==> config.mk <==
export PLATFORM = sky130hd
export DESIGN_NAME = seg_scan_ctrl
export DESIGN_NICKNAME = d
export VERILOG_FILES = /design/src/rtl/seg_scan_ctrl.sv
export SDC_FILE = /design/constraint.sdc
export NUM_CORES = 1
export LEC_CHECK = 0
export CAP_MARGIN = 15
export CORE_ASPECT_RATIO = 0.7
export CORE_MARGIN = 4
export CORE_UTILIZATION = 40
export DETAILED_ROUTE_END_ITERATION = 16
export PLACE_DENSITY_LB_ADDON = 0.3
export SYNTH_ARGS = -nofsm -noshare
export SYNTH_HDL_FRONTEND = slang
export SYNTH_SLANG_ARGS = --single-unit
==> constraint.sdc <==
create_clock -name CLK -period 5.2 [get_ports CLK]
set_clock_uncertainty 0.1 [all_clocks]
set_input_delay 0.52 -clock CLK [delete_from_list [all_inputs] [get_ports CLK]]
set_output_delay 0.52 -clock CLK [all_outputs]
set_load 0.03 [all_outputs]
==> src/rtl/seg_scan_ctrl.sv <==
// -----------------------------------------------------------------------------
// seg_scan_ctrl
//
// Time-multiplexed scan controller for a 4-digit 7-segment display. The block
// holds a 16-bit display word, four 4-bit nibbles, and drives a shared
// BCD-to-segment decoder one digit at a time. Each digit slot lasts SCAN_DIV
// clock cycles.
//
// New values are double-buffered. LOAD writes a shadow register, and the
// shadow is copied into the active word only at a frame boundary, so a new
// value never appears partway through a frame.
//
// Parameters:
//   SCAN_DIV   clock cycles per digit slot (1 .. 2**CNT_W)
//   CNT_W      prescaler width
//
// Ports:
//   CLK         in   system clock, rising edge
//   RST         in   asynchronous reset, active-high
//   DATA_IN     in   [15:0] display word; nibble i is shown on digit i
//   LOAD        in   one-cycle strobe that captures DATA_IN into the shadow
//   LZB_EN      in   leading-zero blanking enable (level)
//   BLANK_MASK  in   [3:0] bit i = 1 forces digit i dark (level)
//   PENDING     out  shadow holds data that is not yet displayed
//   BCD         out  [3:0] digit code to the decoder
//   SEL_IN      out  [1:0] digit index to the decoder select
//   BLANK       out  current digit is dark
//   FRAME_DONE  out  one-cycle pulse after the slot of digit 3 ends
// -----------------------------------------------------------------------------
module seg_scan_ctrl #(
    parameter int SCAN_DIV = 50000,
    parameter int CNT_W    = 16
) (
    input  logic        CLK,
    input  logic        RST,
    input  logic [15:0] DATA_IN,
    input  logic        LOAD,
    input  logic        LZB_EN,
    input  logic [3:0]  BLANK_MASK,
    output logic        PENDING,
    output logic [3:0]  BCD,
    output logic [1:0]  SEL_IN,
    output logic        BLANK,
    output logic        FRAME_DONE
);

    // Last prescaler value of a slot. SCAN_DIV may equal 2**CNT_W, and
    // SCAN_DIV-1 still fits in CNT_W bits in that case.
    localparam logic [CNT_W-1:0] TICK_AT = CNT_W'(SCAN_DIV - 1);

    logic [CNT_W-1:0] count;
    logic [1:0]       idx;
    logic [15:0]      active;
    logic [15:0]      shadow;
    logic             pending_q;

    logic             tick;
    logic             boundary;
    logic [1:0]       idx_next;
    logic [15:0]      active_next;
    logic [3:0]       nibble_next;
    logic             lz_next;

    assign tick     = (count == TICK_AT);
    assign boundary = tick && (idx == 2'd3);
    assign idx_next = tick ? idx + 2'd1 : idx;

    // Active word after this edge. A LOAD on the boundary edge bypasses the
    // shadow, so the new value is visible on the very next cycle.
    always_comb begin
        active_next = active;
        if (boundary) begin
            if (LOAD) begin
                active_next = DATA_IN;
            end else if (pending_q) begin
                active_next = shadow;
            end
        end
    end

    // Decoder inputs for the post-edge digit. Leading-zero blanking darkens
    // digit idx when it and every more significant nibble are zero. Digit 0
    // is exempt, so a value of zero still shows a single "0".
    always_comb begin
        nibble_next = 4'd0;
        lz_next     = 1'b0;
        case (idx_next)
            2'd0: begin
                nibble_next = active_next[3:0];
                lz_next     = 1'b0;
            end
            2'd1: begin
                nibble_next = active_next[7:4];
                lz_next     = (active_next[15:4] == 12'd0);
            end
            2'd2: begin
                nibble_next = active_next[11:8];
                lz_next     = (active_next[15:8] == 8'd0);
            end
            default: begin
                nibble_next = active_next[15:12];
                lz_next     = (active_next[15:12] == 4'd0);
            end
        endcase
    end

    always_ff @(posedge CLK or posedge RST) begin
        if (RST) begin
            count      <= '0;
            idx        <= 2'd0;
            active     <= 16'd0;
            shadow     <= 16'd0;
            pending_q  <= 1'b0;
            BCD        <= 4'd0;
            BLANK      <= 1'b1;
            FRAME_DONE <= 1'b0;
        end else begin
            count      <= tick ? '0 : count + CNT_W'(1);
            idx        <= idx_next;
            active     <= active_next;
            FRAME_DONE <= boundary;

            // A boundary LOAD has already gone straight to active, so nothing
            // is left pending. Otherwise a LOAD always wins over the boundary
            // drain, and the most recent write stays pending.
            if (LOAD) begin
                shadow    <= DATA_IN;
                pending_q <= !boundary;
            end else if (boundary) begin
                pending_q <= 1'b0;
            end

            // Sample the level controls only at slot changes, so a digit never
            // changes brightness partway through its slot.
            if (tick) begin
                BCD   <= nibble_next;
                BLANK <= BLANK_MASK[idx_next] | (LZB_EN & lz_next);
            end
        end
    end

    assign SEL_IN  = idx;
    assign PENDING = pending_q;

endmodule

; ---- Yosys cells after proc, flatten, opt, wreduce, memory -nomap -nowiden
; Index checks and enable logic that the tools add are counted.
[classes]
addsub = 2
magnitude_cmp = 1
eq_ne = 4
mux = 11
bitwise_logic = 2
reduce_logical = 7
[ops]
columns = cell, n
row1 = $mux 16, 4
row2 = $add 16x1->16 const B, 1
row3 = $eq 16x16->1 const B, 1
row4 = $logic_not 12->1, 1
row5 = $pmux 4 s3, 1
row6 = $logic_not 8->1, 1
row7 = $eq 2x2->1 const B, 2
row8 = $logic_not 4->1, 1
row9 = $lt 2x3->1 const B, 1
row10 = $mux 1, 3
row11 = $pmux 1 s3, 1
row12 = $add 2x1->2 const B, 1
row13 = $bmux 1 s2, 1
row14 = $eq 2x1->1 const B, 1
row15 = $logic_not 2->1, 1
row16 = $mux 2, 1
row17 = $reduce_bool 2->1, 1
row18 = $and 1x1->1, 1
row19 = $logic_and 1x1->1, 1
row20 = $logic_not 1->1, 1
row21 = $or 1x1->1, 1
[word_totals]
reg_bits = 57
output_inout_bits = 9
word_cells = 35

; ---- Depth between registers and ports, before layout
; Gate-level depths: netlist (run 1).
[depth]
ltp_word = 7
depth_mapped = 10
mapped_depth_nobuf = 9

; ---- Worst setup path before layout (run 1)
; OpenSTA, ideal clock, no wires.
[synth_timing]
path_kind = flip-flop to flip-flop
startpoint = register count[11]
endpoint = register BCD[2]
setup_time_ns = 0.064
arrival_time_ns = 2.823
required_time_ns = 5.036
slack_ns = 2.213
path_stages_with_launch = 8
path_buffers = 0
cell_sequence = dfrtp_1 > or4b_4 > nor4_4 > mux2i_1 > clkinv_1 > mux2i_1 > a221oi_1 > a21o_1
[synth_via]
elab_chain_len = 4
word_cells_on_any_way = 8
classes_between = eq/ne: 3 / mux: 3 / reduce/logical: 2
[synth_rtl]
columns = element, line
row1 = "start, declared", 51  ; logic [CNT_W-1:0] count;
row2 = "start signal, assigned", 118  ; count <= tick ? '0 : count + CNT_W'(1);
row3 = $eq 16x16->1 (*), 64  ; assign tick = (count == TICK_AT);
row4 = $mux 2 (*), 66  ; assign idx_next = tick ? idx + 2'd1 : idx;
row5 = net idx_next[1], 59  ; logic [1:0] idx_next;
row6 = "$eq 2x2->1, or another cell as far along", 87  ; case (idx_next)
row7 = $pmux 4 s3 (*), 87
row8 = "end signal, assigned", 136  ; BCD <= nibble_next;
row9 = "end, declared", 41  ; output logic [3:0] BCD,
; The timed path passes the listed nets; every way through them passes the cells marked *.
; A chain may end at the register's enable or synchronous reset.

; ---- Worst setup path in the final report (run 1)
; Same ends and word-level chain as after synthesis.

==> results of run 1 <==
==> cell families after synthesis <==
kind of cell    count (synthesis)
compound gates                 31
xor+xnor                       12
fa+ha+maj                       2
buf+inv                        12
flops                          57
mux                            28
simple gates                   87
==> Yosys cell counts (3+ instances only) <==
| cell type | n | area (sq um) |
|---|---|---|
| and3_1 | 4 | 25.0 |
| nor2_1 | 12 | 45.0 |
| nand2_1 | 26 | 97.6 |
| a21o_1 | 5 | 37.5 |
| a21oi_1 | 4 | 20.0 |
| xor2_1 | 9 | 78.8 |
| a221oi_1 | 4 | 35.0 |
| xnor2_1 | 3 | 26.3 |
| a32oi_1 | 12 | 105 |
| nor3_1 | 4 | 20.0 |
| and3b_1 | 3 | 26.3 |
| nand2b_1 | 4 | 25.0 |
| buf_6 | 3 | 33.8 |
| mux2_2 | 17 | 191 |
| dfrtp_1 | 56 | 1400 |
| mux2_4 | 3 | 45.0 |
| nand3_1 | 22 | 110 |
| mux2i_1 | 7 | 70.1 |
==> per-layer routing <==
metal | vias to the layer above | wire (microns) | GRT usage (%)
li1 | 919 | - | -
met1 | 913 | 2880 | 23.0
met2 | 49 | 2360 | 19.3
met3 | 4 | 345 | 6.18
met4 | 0 | 63 | 5.05
met5 | - | 0 | 0
==> registers in the layout, summed over array words and instances, names as in the netlist <==
name,flops
SEL_IN,2
BCD,4
shadow,16
BLANK,1
FRAME_DONE,1
active,16
count,16
PENDING,1
==> power groups by stage <==
| stage | registers, uW | clock network (uW) | logic (uW) |
|---|---|---|---|
| 2_1_floorplan | 471 | 0 | 29.2 |
| 3_3_place_gp | 471 | 0 | 56.3 |
| 3_5_place_dp | 472 | 0 | 57.6 |
| 4_1_cts | 464 | 423 | 57.7 |
| 5_1_grt | 465 | 443 | 63.1 |
| 6_report | 464 | 411 | 56.5 |
==> final timing paths <==
path	start	end	slack (ns)	depth (start not counted)
hold reg to reg	count[0]	count[0]	0.35	1
max in group asynchronous	RST	count[13]	3.93	3
setup reg to reg	count[11]	BCD[2]	1.85	7
setup / recovery	count[11]	BCD[2]	1.85	7
hold / removal	count[0]	count[0]	0.35	1
min in group asynchronous	RST	shadow[0]	0.61	3
==> final cells by class <==
| type | count | area, sq um | share of cell area, % |
|---|---|---|---|
| timing repair buffer | 35 | 343 | 10.5 |
| clock inverter | 3 | 40.0 | 1.22 |
| inverter | 3 | 12.5 | 0.382 |
| sequential | 57 | 1430 | 43.5 |
| multi-input combinational | 160 | 1190 | 36.2 |
| clock buffer | 12 | 155 | 4.73 |
| tap | 91 | 114 | 3.47 |
==> worst max-delay path: cells and delay by family (launching register included) <==
family / cells / cell delay [ns]
mux: 2 / 0.85
flops: 1 / 0.42
compound gates: 2 / 0.42
simple gates: 2 / 1.16
buf+inv: 1 / 0.35
==> per-stage QoR <==
stage               power (uW)  instances  cell area [sq um]  util [%]
finish                     931        361               3280      51.5
global placement           527        346               3080      48.4
CTS                        944        361               3280      51.5
detailed placement         529        346               3080      48.4
global route               971        361               3280      51.5
floorplan                  500        229               2690         -
==> impl_metrics.json, run 1 <==
{
  "slowest_stage": "mux2i_1",
  "syn_nets": 255,
  "synthDistinctLibCells": 42,
  "async_flop_share_pct": 100,
  "critPathKind": "flop to flop",
  "drtPass1Iterations": 4,
  "clk_latency_ns": 0.33,
  "clock_sinks": 57,
  "die_w_microns": 106,
  "syn_area_sq_mm": 0.00269,
  "diodes": 0,
  "cts_inserted_buffers": 9,
  "boundaryPins": 33,
  "grt_pass1_vias": 1821,
  "gp_congestion": 0.866,
  "synth_edf_count": 0,
  "p_seq_share_pct": 49.8,
  "cts_setup_buffers": 0,
  "dp_hpwl_microns": 3970,
  "power.density_mw_per_mm2": 284,
  "fp.dieH_microns": 76.6,
  "ant_nets": 0,
  "syn_avg_cell_area_sq_um": 11.7,
  "cts_resized": 0,
  "power.switching_uw": 198,
  "grt_antenna_before_repair": 0,
  "post_drt_wl_per_cell_microns": 15.6,
  "coreArea_sq_mm": 0.00637,
  "cts_tree": "built",
  "maxCapViolCount": 0,
  "crit_arrival_ns": 3.53,
  "cts_root_buffer": "clkbuf_8",
  "min_path_type": "flop to flop",
  "synth_compound_area_share_pct": 9.32,
  "layout_commonest_cell": "dfrtp_1",
  "fin_crit_sh_pct": 64.5,
  "finalSetupTns_ns": 0,
  "crit_fanout": 9,
  "required_ns": 5.38,
  "cp-start-kind": "flop",
  "fin_crit_ns": 3.35,
  "setup_violations": 0,
  "grt_pass1_wl_microns": 9570,
  "relSlewSlack_pct": 49.0,
  "swShare_pct": 21.3,
  "drc_errors": 0,
  "initial_core_util_pct": 42.2,
  "power_leakage_uw": 0.00144,
  "dieArea_sq_mm": 0.00811,
  "fmax_mhz": 298,
  "irDropWorstVdd_mv": 0.121,
  "layout-drive-gt1-share_pct": 17.4,
  "num_vias": 1885,
  "num-fill-cells": 573,
  "tightest_slew_ns": 0.763,
  "htree_num_levels": 3,
  "p_int_uw": 733,
  "clk_transition_reported_paths_ns": 0.06,
  "muxShareOfSynthArea_pct": 12.3,
  "row_count": 24,
  "post-place-ws_ns": 1.91,
  "whs_ns": 0.351,
  "ys_seq_area_share_pct": 53.2,
  "hold_viol_final": 0,
  "clockBufferDepth": 2,
  "wirelength_microns": 5640,
  "status": "finished clean",
  "synth-xor-area-share_pct": 3.91,
  "mostFrequentLayoutCells": "56 x dfrtp_1, 32 x clkdlybuf4s50_1, 26 x nand2_1",
  "p_clk_share_pct": 44.1,
  "worst_path_most_repeated_cell": "mux2i_1",
  "nets": 292,
  "holdBufCountCts": 0,
  "yosysWarnings": 0,
  "crit_chain": "or4b_4 -> nor4_4 -> mux2i_1 -> clkinv_1 -> mux2i_1 -> a221oi_1 -> a21o_1",
  "rsz0062_at_grt": "no",
  "slowest_delay_ns": 0.66,
  "pwr-share-comb_pct": 6.1,
  "synth_top_family_by_area": "simple AND/OR/NAND/NOR gates",
  "synth_ff_type": "dfrtp_1",
  "final_max_slew_viol_count": 0,
  "io_buffers": 32,
  "critPathCaptureType": "flop",
  "final_critical_path_setup_slack_ns": 1.85,
  "synth-adder-area-share_pct": 0.932,
  "viasPerCell": 5.22,
  "synth-simple-area-share_pct": 17.8,
  "grt_max_degree": 58,
  "synth_cells": 229,
  "ys_ff_latch": 57,
  "drt_iter0_drc": 141,
  "grt_usage_pct": 15.2,
  "syn_to_final_growth_pct": 22.1,
  "grt_overflow_total": 0
}
No activity file was read; power rests on OpenSTA's default activity.
==> run 2, diff against run 1 <==
Clock period 5.2 ns to 2.9 ns, I/O delays scaled along.
==> run 2 against run 1 <==
Die area stayed put; sequential share of layout area fell by 2.7 points; clock power increased by 71%; critical path type unchanged; critical endpoint is now BLANK.
==> impl_metrics.json, run 2 (synthesis results as in run 1) <==
{
  "dp_hpwl_microns": 4490,
  "fin_crit_ns": 2.84,
  "relSlewSlack_pct": 47.7,
  "finalSetupTns_ns": 0,
  "boundaryPins": 33,
  "grt_pass1_vias": 1966,
  "p_clk_share_pct": 42.9,
  "reg2reg_depth": 7,
  "wirelength_microns": 6170,
  "crit_chain": "or4b_4 -> or4_4 -> nor2_8 -> mux2_4 -> nor4_4 -> a311oi_1 -> nor3_1",
  "coreArea_sq_mm": 0.00637,
  "gp_congestion": 0.823,
  "status": "finished clean",
  "required_ns": 3.06,
  "drc_errors": 0,
  "num_vias": 2029,
  "cp-start-kind": "flop",
  "cts_inserted_buffers": 9,
  "dp.cells": 366,
  "min_path_type": "input pin to async pin",
  "largestRegisters": "active (16), count (16), shadow (16)",
  "r2r-start": "count[7]",
  "clockBufferDepth": 2,
  "final_max_slew_viol_count": 0,
  "critPathKind": "flop to flop",
  "holdBufCountCts": 0,
  "htree_num_levels": 3,
  "maxCapViolCount": 0,
  "grt_max_degree": 23,
  "power.switching_uw": 361,
  "grt_overflow_total": 0,
  "layout_commonest_cell": "dfrtp_1",
  "rrSetupSlack_ns": 0.06,
  "hold_viol_final": 0,
  "row_count": 24,
  "layout-drive-gt1-share_pct": 25.5,
  "power.density_mw_per_mm2": 470,
  "grt_usage_pct": 15.9,
  "nets": 315,
  "power_leakage_uw": 0.00159,
  "p_int_uw": 1280,
  "fin_crit_sh_pct": 98.0,
  "p_seq_share_pct": 50.7,
  "num-fill-cells": 578,
  "post_drt_wl_per_cell_microns": 16.0,
  "io_buffers": 32,
  "crit_fanout": 4,
  "grt_pass1_wl_microns": 9960,
  "reg2reg_to": "BLANK",
  "mostFrequentLayoutCells": "56 x dfrtp_1, 32 x clkdlybuf4s50_1, 26 x nand2_1",
  "tightest_slew_ns": 0.783,
  "syn_to_final_growth_pct": 30.1,
  "dieArea_sq_mm": 0.00811,
  "cts_tree": "built",
  "cts_root_buffer": "clkbuf_8",
  "pwr-share-comb_pct": 6.4,
  "slowest_stage": "or4_4",
  "crit_arrival_ns": 3.00,
  "drt_iter0_drc": 126,
  "setup_violations": 0,
  "drtPass1Iterations": 4,
  "clk_transition_reported_paths_ns": 0.07,
  "final_cells": 385,
  "fp.dieH_microns": 76.6,
  "grt_antenna_before_repair": 0,
  "rsz0062_at_grt": "yes",
  "ant_nets": 0,
  "fmax_mhz": 352,
  "viasPerCell": 5.27,
  "irDropWorstVdd_mv": 0.318,
  "diodes": 0,
  "die_w_microns": 106,
  "clock_sinks": 57,
  "swShare_pct": 22.0,
  "slowest_delay_ns": 0.63,
  "clk_latency_ns": 0.34,
  "critPathCaptureType": "flop",
  "initial_core_util_pct": 42.2
}
run 2: changes by cell type in the layout (fill, tap and decap cells not counted), sizes merged:
cell | before | now
clkinv | 4 | 3
inv | 1 | 2
clkbuf | 12 | 14
buf | 3 | 26
bufinv | 1 | 0
run 2: per-stage QoR:
stage	area, sq um	worst slack (ns)	hold slack [ns]	util (%)	total power, uW
detailed placement	3240	-0.00951	0.353	50.8	953
floorplan	2690	0.0507	0.325	-	896
global placement	3240	0.103	0.348	50.8	950
CTS	3430	0.00198	0.188	53.9	1660
finish	3490	0.0584	0.178	54.9	1640
global route	3490	-0.0773	0.227	54.9	1700
run 2: cell type report:
| class | instances | area, sq um | share of cell area [%] |
|---|---|---|---|
| Sequential cell | 57 | 1430 | 40.9 |
| Multi-Input combinational cell | 160 | 1220 | 35.1 |
| Timing Repair Buffer | 58 | 519 | 14.9 |
| Clock buffer | 14 | 183 | 5.23 |
| Tap cell | 91 | 114 | 3.26 |
| Inverter | 3 | 16.3 | 0.465 |
| Clock inverter | 2 | 10.0 | 0.286 |
run 2: power groups by stage:
stage                     clock, uW  combinational (uW)  sequential, uW
after floorplan                   0                52.4             844
after global placement            0                 105             846
after detailed placement          0                 106             847
after CTS                       720                 107             832
after global routing            752                 116             834
final                           704                 105             832
run 2: worst max-delay path by stage:
stage	depth (start not counted)	to	start
global route	7	BLANK	count[7]
floorplan	7	BCD[2]	count[11]
detailed placement	8	BLANK	count[11]
CTS	7	BLANK	count[11]
finish	7	BLANK	count[7]
global placement	8	BCD[1]	count[11]
run 2: worst max-delay path, delay by kind of cell (launching register included):
family           cells  cell delay (ns)
AND/OR/NAND/NOR      5             1.81
flip-flops           1             0.40
multiplexers         1             0.34
AO/OA/AOI/OAI        1             0.12
run 2: what timing repair did:
| item | in CTS | in global routing |
|---|---|---|
| pin swaps | 1 | 6 |
| resized for setup | 0 | 8 |
| buffers inserted | 0 | 3 |
| setup endpoints to repair | 1 | 3 |
run 2: per-layer routing:
metal	wire [microns]	GRT usage [%]
met2	2550	20.9
met4	116	6.34
met1	3180	23.9
met3	319	4.83
met5	0	0
==> variant, RTL diff (config.mk and constraints of run 2) <==
`SCAN_DIV`: 50000 -> 37500.
--- a/src/rtl/seg_scan_ctrl.sv
+++ b/src/rtl/seg_scan_ctrl.sv
@@ -28,7 +28,7 @@
 //   FRAME_DONE  out  one-cycle pulse after the slot of digit 3 ends
 // -----------------------------------------------------------------------------
 module seg_scan_ctrl #(
-    parameter int SCAN_DIV = 50000,
+    parameter int SCAN_DIV = 37500,
     parameter int CNT_W    = 16
 ) (
     input  logic        CLK,
Formal check against the unedited RTL: no difference found for any inputs over 10 cycles, from zero or initial values and one cycle with RST high; that may be too few to reach the edited logic, so the function may still have changed.
==> variant against run 2 <==
Final area shrank 1.1%. Largest power group unchanged. Highest routed layer unchanged. Utilization decreased by 1.4 points. Critical path type unchanged. Sequential cell count unchanged. Routed wire length is 6.2% higher. Total power is 3.7% lower. Die area rose by 2.3%. Setup slack better by 0.11 ns. Critical endpoint unchanged. Count of clock-buffer cells in the layout shrank 1. Synthesized area grew 2.6%.
==> variant: results (changes against run 2) <==
metric,value,unit,change
Multi-input comb cells,176,,+10%
Repair and plain buffers,49,,-16%
synth cell count leaders,"dfrtp_1, nand3_1, nand2_1",,
nets,328,,+4.1%
syn nets,280,,+9.8%
buffering overhead,13.3,%,-1.5 points
area share of fa/ha/maj cells after synthesis,0.909,%,-0.023 points
# diodes,0,,unchanged
mux cell area share after synthesis,9.04,%,-3.2 points
Peak VDD IR,0.296,mV,-6.7%
CP max FO,12,,+8
DR vias,2137,,+5.3%
cell area after synthesis,2750,µm²,+2.6%
CP peak stage delay,0.59,ns,-0.04 ns
Clock buf/inv share,5.03,%,-0.48 points
Starting DRT DRC Count,149,,+18%
met1 Use GR,26.5,%,+2.7 points
Fmax,0.366,GHz,+4.0%
slew margin rel.,37.8,%,-9.9 points
Worst EP arrival,2.91,ns,-0.09 ns
met1 WL,3280,µm,+3.2%
CTS H-tree depth,3,,unchanged
routability cong.,0.948,,+15%
sequential element share of the synthesized area,51.8,%,-1.3 points
wire length on met3,594,µm,+86%
met3 usage,5.22,%,+0.40 points
fillers,586,,+1.4%
met2 routed WL,2610,µm,+2.4%
overall global routing resource usage,17.0,%,+1.1 points
Inverters excl. clock,9,,+6
synth unique cells,47,,+12%
met2 GRT Util,21.8,%,+0.92 points
post-synthesis xor/xnor area fraction,4.77,%,+0.86 points
CTS buffer count,9,,unchanged
outcome,"finished, final reports clean",,
Synth area leaders,"dfrtp_1, mux2_2, nand3_1",,
first-pass GRT wire length,10900,µm,+9.9%
share of cells above drive strength 1,19.5,%,-6.0 points
# clk buffers,13,,-1
DP HPWL,4840,µm,+7.8%
leak pwr,1.50,nW,-5.9%
pre-CTS setup slack,0.165,ns,+0.175 ns
Compound-Gate Fraction of Synth Area,10.3,%,+0.99 points
wire per inst,16.4,µm,+2.7%
Seq/total area,41.3,%,+0.46 points
variant: cell types whose count changed in the layout (fill, tap and decap cells not counted), moves of 5 or more:
cell,delta
nand3_1,+7
buf_4,-9
nor2_1,+6
inv_1,+8
nand2_1,-5
variant: stage by stage:
step / hold slack [ns] / instances / cell area [µm²] / utilization [%] / total power [mW]
after floorplan: 0.307 / 254 / 2750 / - / 0.886
after global placement: 0.384 / 382 / 3280 / 50.8 / 0.936
after detailed placement: 0.382 / 382 / 3280 / 50.8 / 0.940
after CTS: 0.395 / 398 / 3460 / 53.5 / 1.60
after global routing: 0.417 / 398 / 3460 / 53.5 / 1.65
final: 0.382 / 398 / 3460 / 53.5 / 1.58
variant: power breakdown:
group          leakage [nW]  total [mW]  internal [mW]  switching, mW
Clock                0.0932       0.657          0.353          0.305
Combinational         0.735      0.0956         0.0514         0.0442
Sequential            0.670       0.828          0.817         0.0103
Total                  1.50        1.58           1.22          0.359
